$ cat config.mk
export PLATFORM = sky130hd
export DESIGN_NAME = key_counter_ctrl
export DESIGN_NICKNAME = d
export VERILOG_FILES = /design/src/rtl/key_counter_ctrl.sv
export SDC_FILE = /design/constraint.sdc
export NUM_CORES = 1
export LEC_CHECK = 0
export CAP_MARGIN = 20
export CORE_MARGIN = 4
export CORE_UTILIZATION = 53
export DETAILED_ROUTE_END_ITERATION = 7
export PLACE_DENSITY = 0.75
export SYNTH_ARGS = -nofsm -noshare
export SYNTH_HDL_FRONTEND = slang
export SYNTH_HIERARCHICAL = 1
export SYNTH_SLANG_ARGS = --single-unit
$ cat constraint.sdc
create_clock -name clk -period 2.8 [get_ports clk]
set_clock_uncertainty 0.15 [all_clocks]
set_input_delay 0.28 -clock clk [delete_from_list [all_inputs] [get_ports clk]]
set_output_delay 0.28 -clock clk [all_outputs]
set_load 0.02 [all_outputs]
$ cat src/rtl/key_counter_ctrl.sv
// Purpose: debounce two active-low keys and load/hex switches into a 5-bit up/down value plus display mode.
// Latency: a held key changes count DB_CYCLES+2 edges after the raw low is first sampled; switches take 3 edges.
// Backpressure: none; free-running control stage with no handshake, and every edge is evaluated.
//
// Ports:
//   clk, rst_n          system clock, asynchronous active-low reset
//   key_up_n, key_dn_n  raw active-low pushbuttons (increment / decrement)
//   sw_load, sw_val     raw load switch and 5-bit load value
//   sw_hex              raw display-mode switch
//   count               current value for the decoder value input
//   con                 display mode, 1 = hex, 0 = decimal
//   wrap_flag           one-cycle pulse on a wrap or on a blocked saturated step

// Per-key 2-FF synchronizer and debouncer. It emits a single-cycle press
// pulse on the same edge that the stable state falls from 1 to 0.
module key_debounce #(
  parameter int DB_CYCLES = 500000
) (
  input  logic clk,
  input  logic rst_n,
  input  logic raw_n,
  output logic press
);
  localparam int CW = (DB_CYCLES > 2) ? $clog2(DB_CYCLES) : 1;
  localparam logic [CW-1:0] CNT_MAX = CW'(DB_CYCLES - 1);

  logic          s1_q, s1_d;
  logic          s2_q, s2_d;
  logic          stable_q, stable_d;
  logic [CW-1:0] cnt_q, cnt_d;

  always_comb begin
    s1_d     = raw_n;
    s2_d     = s1_q;
    stable_d = stable_q;
    cnt_d    = '0;
    press    = 1'b0;
    if (s2_q != stable_q) begin
      // DB_CYCLES consecutive mismatching samples are needed before the
      // stable state follows; any matching sample restarts the count.
      if (cnt_q == CNT_MAX) begin
        stable_d = s2_q;
        cnt_d    = '0;
        press    = stable_q & ~s2_q;
      end else begin
        cnt_d = cnt_q + CW'(1);
      end
    end
  end

  always_ff @(posedge clk or negedge rst_n) begin
    if (!rst_n) begin
      s1_q     <= 1'b1;
      s2_q     <= 1'b1;
      stable_q <= 1'b1;
      cnt_q    <= '0;
    end else begin
      s1_q     <= s1_d;
      s2_q     <= s2_d;
      stable_q <= stable_d;
      cnt_q    <= cnt_d;
    end
  end
endmodule

module key_counter_ctrl #(
  parameter int DB_CYCLES = 500000,
  parameter int WRAP      = 1
) (
  input  logic       clk,
  input  logic       rst_n,
  input  logic       key_up_n,
  input  logic       key_dn_n,
  input  logic       sw_load,
  input  logic [4:0] sw_val,
  input  logic       sw_hex,
  output logic [4:0] count,
  output logic       con,
  output logic       wrap_flag
);
  logic       up_ev;
  logic       dn_ev;

  // Switch synchronizer bundle: {sw_hex, sw_load, sw_val[4:0]}.
  logic [6:0] sw_s1_q, sw_s1_d;
  logic [6:0] sw_s2_q, sw_s2_d;
  logic [4:0] count_q, count_d;
  logic       wrap_q, wrap_d;
  logic       con_q, con_d;

  logic       load_s;
  logic [4:0] val_s;
  logic       hex_s;

  key_debounce #(.DB_CYCLES(DB_CYCLES)) u_db_up (
    .clk   (clk),
    .rst_n (rst_n),
    .raw_n (key_up_n),
    .press (up_ev)
  );

  key_debounce #(.DB_CYCLES(DB_CYCLES)) u_db_dn (
    .clk   (clk),
    .rst_n (rst_n),
    .raw_n (key_dn_n),
    .press (dn_ev)
  );

  assign hex_s  = sw_s2_q[6];
  assign load_s = sw_s2_q[5];
  assign val_s  = sw_s2_q[4:0];

  always_comb begin
    sw_s1_d = {sw_hex, sw_load, sw_val};
    sw_s2_d = sw_s1_q;
    con_d   = hex_s;
    count_d = count_q;
    wrap_d  = 1'b0;
    if (load_s) begin
      // Loading overrides the keys; press events arriving now are lost.
      count_d = val_s;
    end else if (up_ev && dn_ev) begin
      count_d = count_q;
    end else if (up_ev) begin
      if (count_q == 5'd31) begin
        wrap_d  = 1'b1;
        count_d = (WRAP != 0) ? 5'd0 : 5'd31;
      end else begin
        count_d = count_q + 5'd1;
      end
    end else if (dn_ev) begin
      if (count_q == 5'd0) begin
        wrap_d  = 1'b1;
        count_d = (WRAP != 0) ? 5'd31 : 5'd0;
      end else begin
        count_d = count_q - 5'd1;
      end
    end
  end

  always_ff @(posedge clk or negedge rst_n) begin
    if (!rst_n) begin
      sw_s1_q <= '0;
      sw_s2_q <= '0;
      count_q <= '0;
      wrap_q  <= 1'b0;
      con_q   <= 1'b0;
    end else begin
      sw_s1_q <= sw_s1_d;
      sw_s2_q <= sw_s2_d;
      count_q <= count_d;
      wrap_q  <= wrap_d;
      con_q   <= con_d;
    end
  end

  assign count     = count_q;
  assign wrap_flag = wrap_q;
  assign con       = con_q;
endmodule

==> metrics.txt <==
GRT overflow=0; Mean Syn Cell Area=about 11 µm²; Post-synth EDFFs=0; TritonCTS Sinks=65; dominant cells by area after synthesis=dfrtp_1 48%, xnor2_1 5.4%, dfstp_2 5.2%, nor2_1 4.4%, ha_1 3.3%; fin crit period=about 2.6 ns; area grow syn2layout=18.3%; gr usage total=between 10% and 20%; Worst IR Drop VDD=between 0.0003 and 0.0004 V; Crit Path Category=flip-flop to flip-flop; Largest stage delay, worst path=roughly 0.41 ns; Final nets=around 340; CP dominant cell by count=nand2_1; pwr dens=581 mW/mm²; fraction of layout cells with a size suffix above 1=16.1%; Wirelength per Cell=14.0 µm; syn_nets=306; Fillers=about 450; starting DRC count in detailed routing=approximately 110; Die Width=83.9 µm; clk_lat worst skew=around 0.34 ns; worst path arrival time=about 2.7 ns; Hold Violations, Final=0; hold_ws=between 0.15 and 0.2 ns; Num CTS Buffers=9; critical-path cell list=ha_1 -> and3_1 -> nand2_1 -> nor4_2 -> buf_12 -> nand2_1 -> a21oi_2 -> mux2_2; Routed Antenna Nets=0; combinational fraction of design power=under 10%; die area=approximately 0.0070 mm²; Synth area leader=dfrtp_1; Max Clk Rate=approximately 0.38 GHz; Placer Congestion=roughly 0.87; overall power=2.10 mW; Async SR Flop Fraction=between 90% and 100%; Multi-input gate area=between 0.001 and 0.0015 mm²; register share of total power=roughly half; total number of yosys warnings=6; Post-Synthesis Cells=roughly 290; TritonCTS clock tree=built; Slowest-stage cell, CP=a21oi_2; type of the worst min-delay path=input port to flip-flop; IO Count=18; Power Internal=approximately 1.6 mW; Final Core Density=approximately 65%; DP Worst Slack=just under 0.08 ns; pin count of the biggest net entering global routing=36; number of vias per cell=5.61; Clock transition at path regs=about 0.07 ns; post-synth top area share=between 40% and 50%; H-tree Lvls=3; Rel. slew slack=53.3%; Leakage Power=roughly 1.5 nW; wire length of the first global-routing pass=between 9 and 10 mm; worst slew pin tran=between 0.7 and 0.8 ns; critical path launch point type=flip-flop; Final Cell Area=0.00361 mm²; Seq cells post-synth=65; Area after DPL=roughly 0.0034 mm²; Setup TNS=0 ns; # rows=27; root buffer cell=clkbuf_8; WP data required=roughly 2.9 ns; clock tree buffer depth=2; MaxCap Viol Count=0; Netlist cell types=50; Cells after DPL=377; R2R Setup Slk=around 0.16 ns; status=complete, no violations; final slew viol count=0; Sw Ratio=between 20% and 30%; fin worst setup slack=~0.16 ns; Post-DP HPWL=roughly 3.8 mm; clock power share=between 40% and 50%; Main synth FF type=dfrtp_1; Storage cell area=between 0.0015 and 0.002 mm²; count of final setup violators=0; I/O Buffers=17; antenna violations before repair=0; vias post-DR=~2,200; period utilisation layout=94.2%; antenna fix cells=0; core area=0.00554 mm²; DRC Markers=0; sequential share of the synthesized area=between 50% and 60%; Die H=about 84 µm; Initial Utilization=between 50% and 60%; drt pass-1 iters=4; CP Max Fanout=15; crit path capture type=flip-flop; Detailed Route WL=5.50 mm; Psw=a little under 0.5 mW; final std cells w/o fill=just under 400; vias in the first global route=2,111; synthesized cell area=just over 0.003 mm²
==> cell families after synthesis <==
| kind of cell | synth area share (%) |
|---|---|
| fa+ha+maj | 3.28 |
| compound gates | 9.26 |
| mux | 1.47 |
| xor+xnor | 7.45 |
| flops | 53.5 |
| simple gates | 22.3 |
| buf+inv | 2.78 |
==> layer usage <==
layer,vias up,track usage (%),wire length (µm)
li1,1080,-,-
met1,1068,22.3,2540
met2,50,26.9,2570
met3,13,5.53,305
met4,0,7.02,93
met5,-,0,0
==> area by class of cell <==
cell class / count / area share [%]
Clock buffer: 11 / 4.19
Clock inverter: 5 / 2.15
Inverter: 18 / 1.87
Multi-Input combinational cell: 200 / 37.5
Sequential cell: 65 / 45.2
Tap cell: 72 / 2.49
Timing Repair Buffer: 23 / 6.58
==> synthesized netlist by cell type (2+ instances only) <==
library cell and count:
inv_1 17, nand3b_1 2, a21oi_1 10, a221oi_1 2, nor2b_1 3, xor2_1 7
nor3_1 9, nand2_1 20, o21ai_0 7, o21bai_1 2, nand4_1 7, xnor2_1 19
dfrtp_1 59, or4_1 5, nor2_1 36, a221oi_2 2, and4_1 2, clkbuf_1 2
nor4_1 10, mux2_2 4, ha_1 8, and3_1 4, or3_2 3, nand3_1 10
dfstp_2 6, o31ai_1 4, a21oi_2 2, or3_1 2, buf_2 2
==> cells in the final DEF, fill, tap and decap left out, types with 10 or more instances in the layout <==
cell	count
dfrtp_1	59
nor2_1	36
nand2_1	20
xnor2_1	19
inv_1	17
clkdlybuf4s50_1	16
clkbuf_8	11
a21oi_1	10
nand3_1	10
==> critical path, delay by kind of cell (launching register included) <==
kind | cells | cell delay, ns
buffers and inverters | 1 | 0.19
DFF | 1 | 0.40
and+or+nand+nor | 4 | 0.77
muxes | 1 | 0.39
adders and majority gates | 1 | 0.22
AOI/OAI and AO/OA | 1 | 0.41
==> power groups by stage <==
stage / Combinational [mW] / Sequential, mW / Clock, mW
after floorplan: 0.0902 / 1.04 / 0
after global placement: 0.183 / 1.03 / 0
after detailed placement: 0.189 / 1.03 / 0
after CTS: 0.191 / 1.01 / 0.923
after global routing: 0.214 / 1.02 / 0.970
final: 0.189 / 1.01 / 0.899
==> worst paths after layout <==
check                            startpoint                end  depth (start not counted)
setup / recovery           u_db_up/cnt_q[0]           count[2]                          8
setup reg to reg           u_db_up/cnt_q[0]           count[2]                          8
min in group asynchronous             rst_n  u_db_up/cnt_q[16]                          2
hold / removal                     key_up_n       u_db_up/s1_q                          1
max in group asynchronous             rst_n           count[3]                          3
hold reg to reg                  sw_s1_q[2]         sw_s2_q[2]                          0
==> flip-flops by register name, summed over array words and instances, names as in the netlist <==
signal / cells
u_db_dn/stable_q: 1
u_db_up/s1_q: 1
u_db_up/cnt_q: 19
count: 5
u_db_up/stable_q: 1
sw_s2_q: 7
u_db_dn/s1_q: 1
wrap_flag: 1
u_db_dn/s2_q: 1
u_db_dn/cnt_q: 19
sw_s1_q: 7
u_db_up/s2_q: 1
con: 1
==> timing repair <==
action | 4_1_cts | 5_1_grt
endpoints found under the setup margin | 0 | 3
setup buffers | 0 | 0
resized for setup | 0 | 3
hold buffers | 1 | 0
endpoints found under the hold margin | 24 | 0
(Power assumes the default switching activity.)
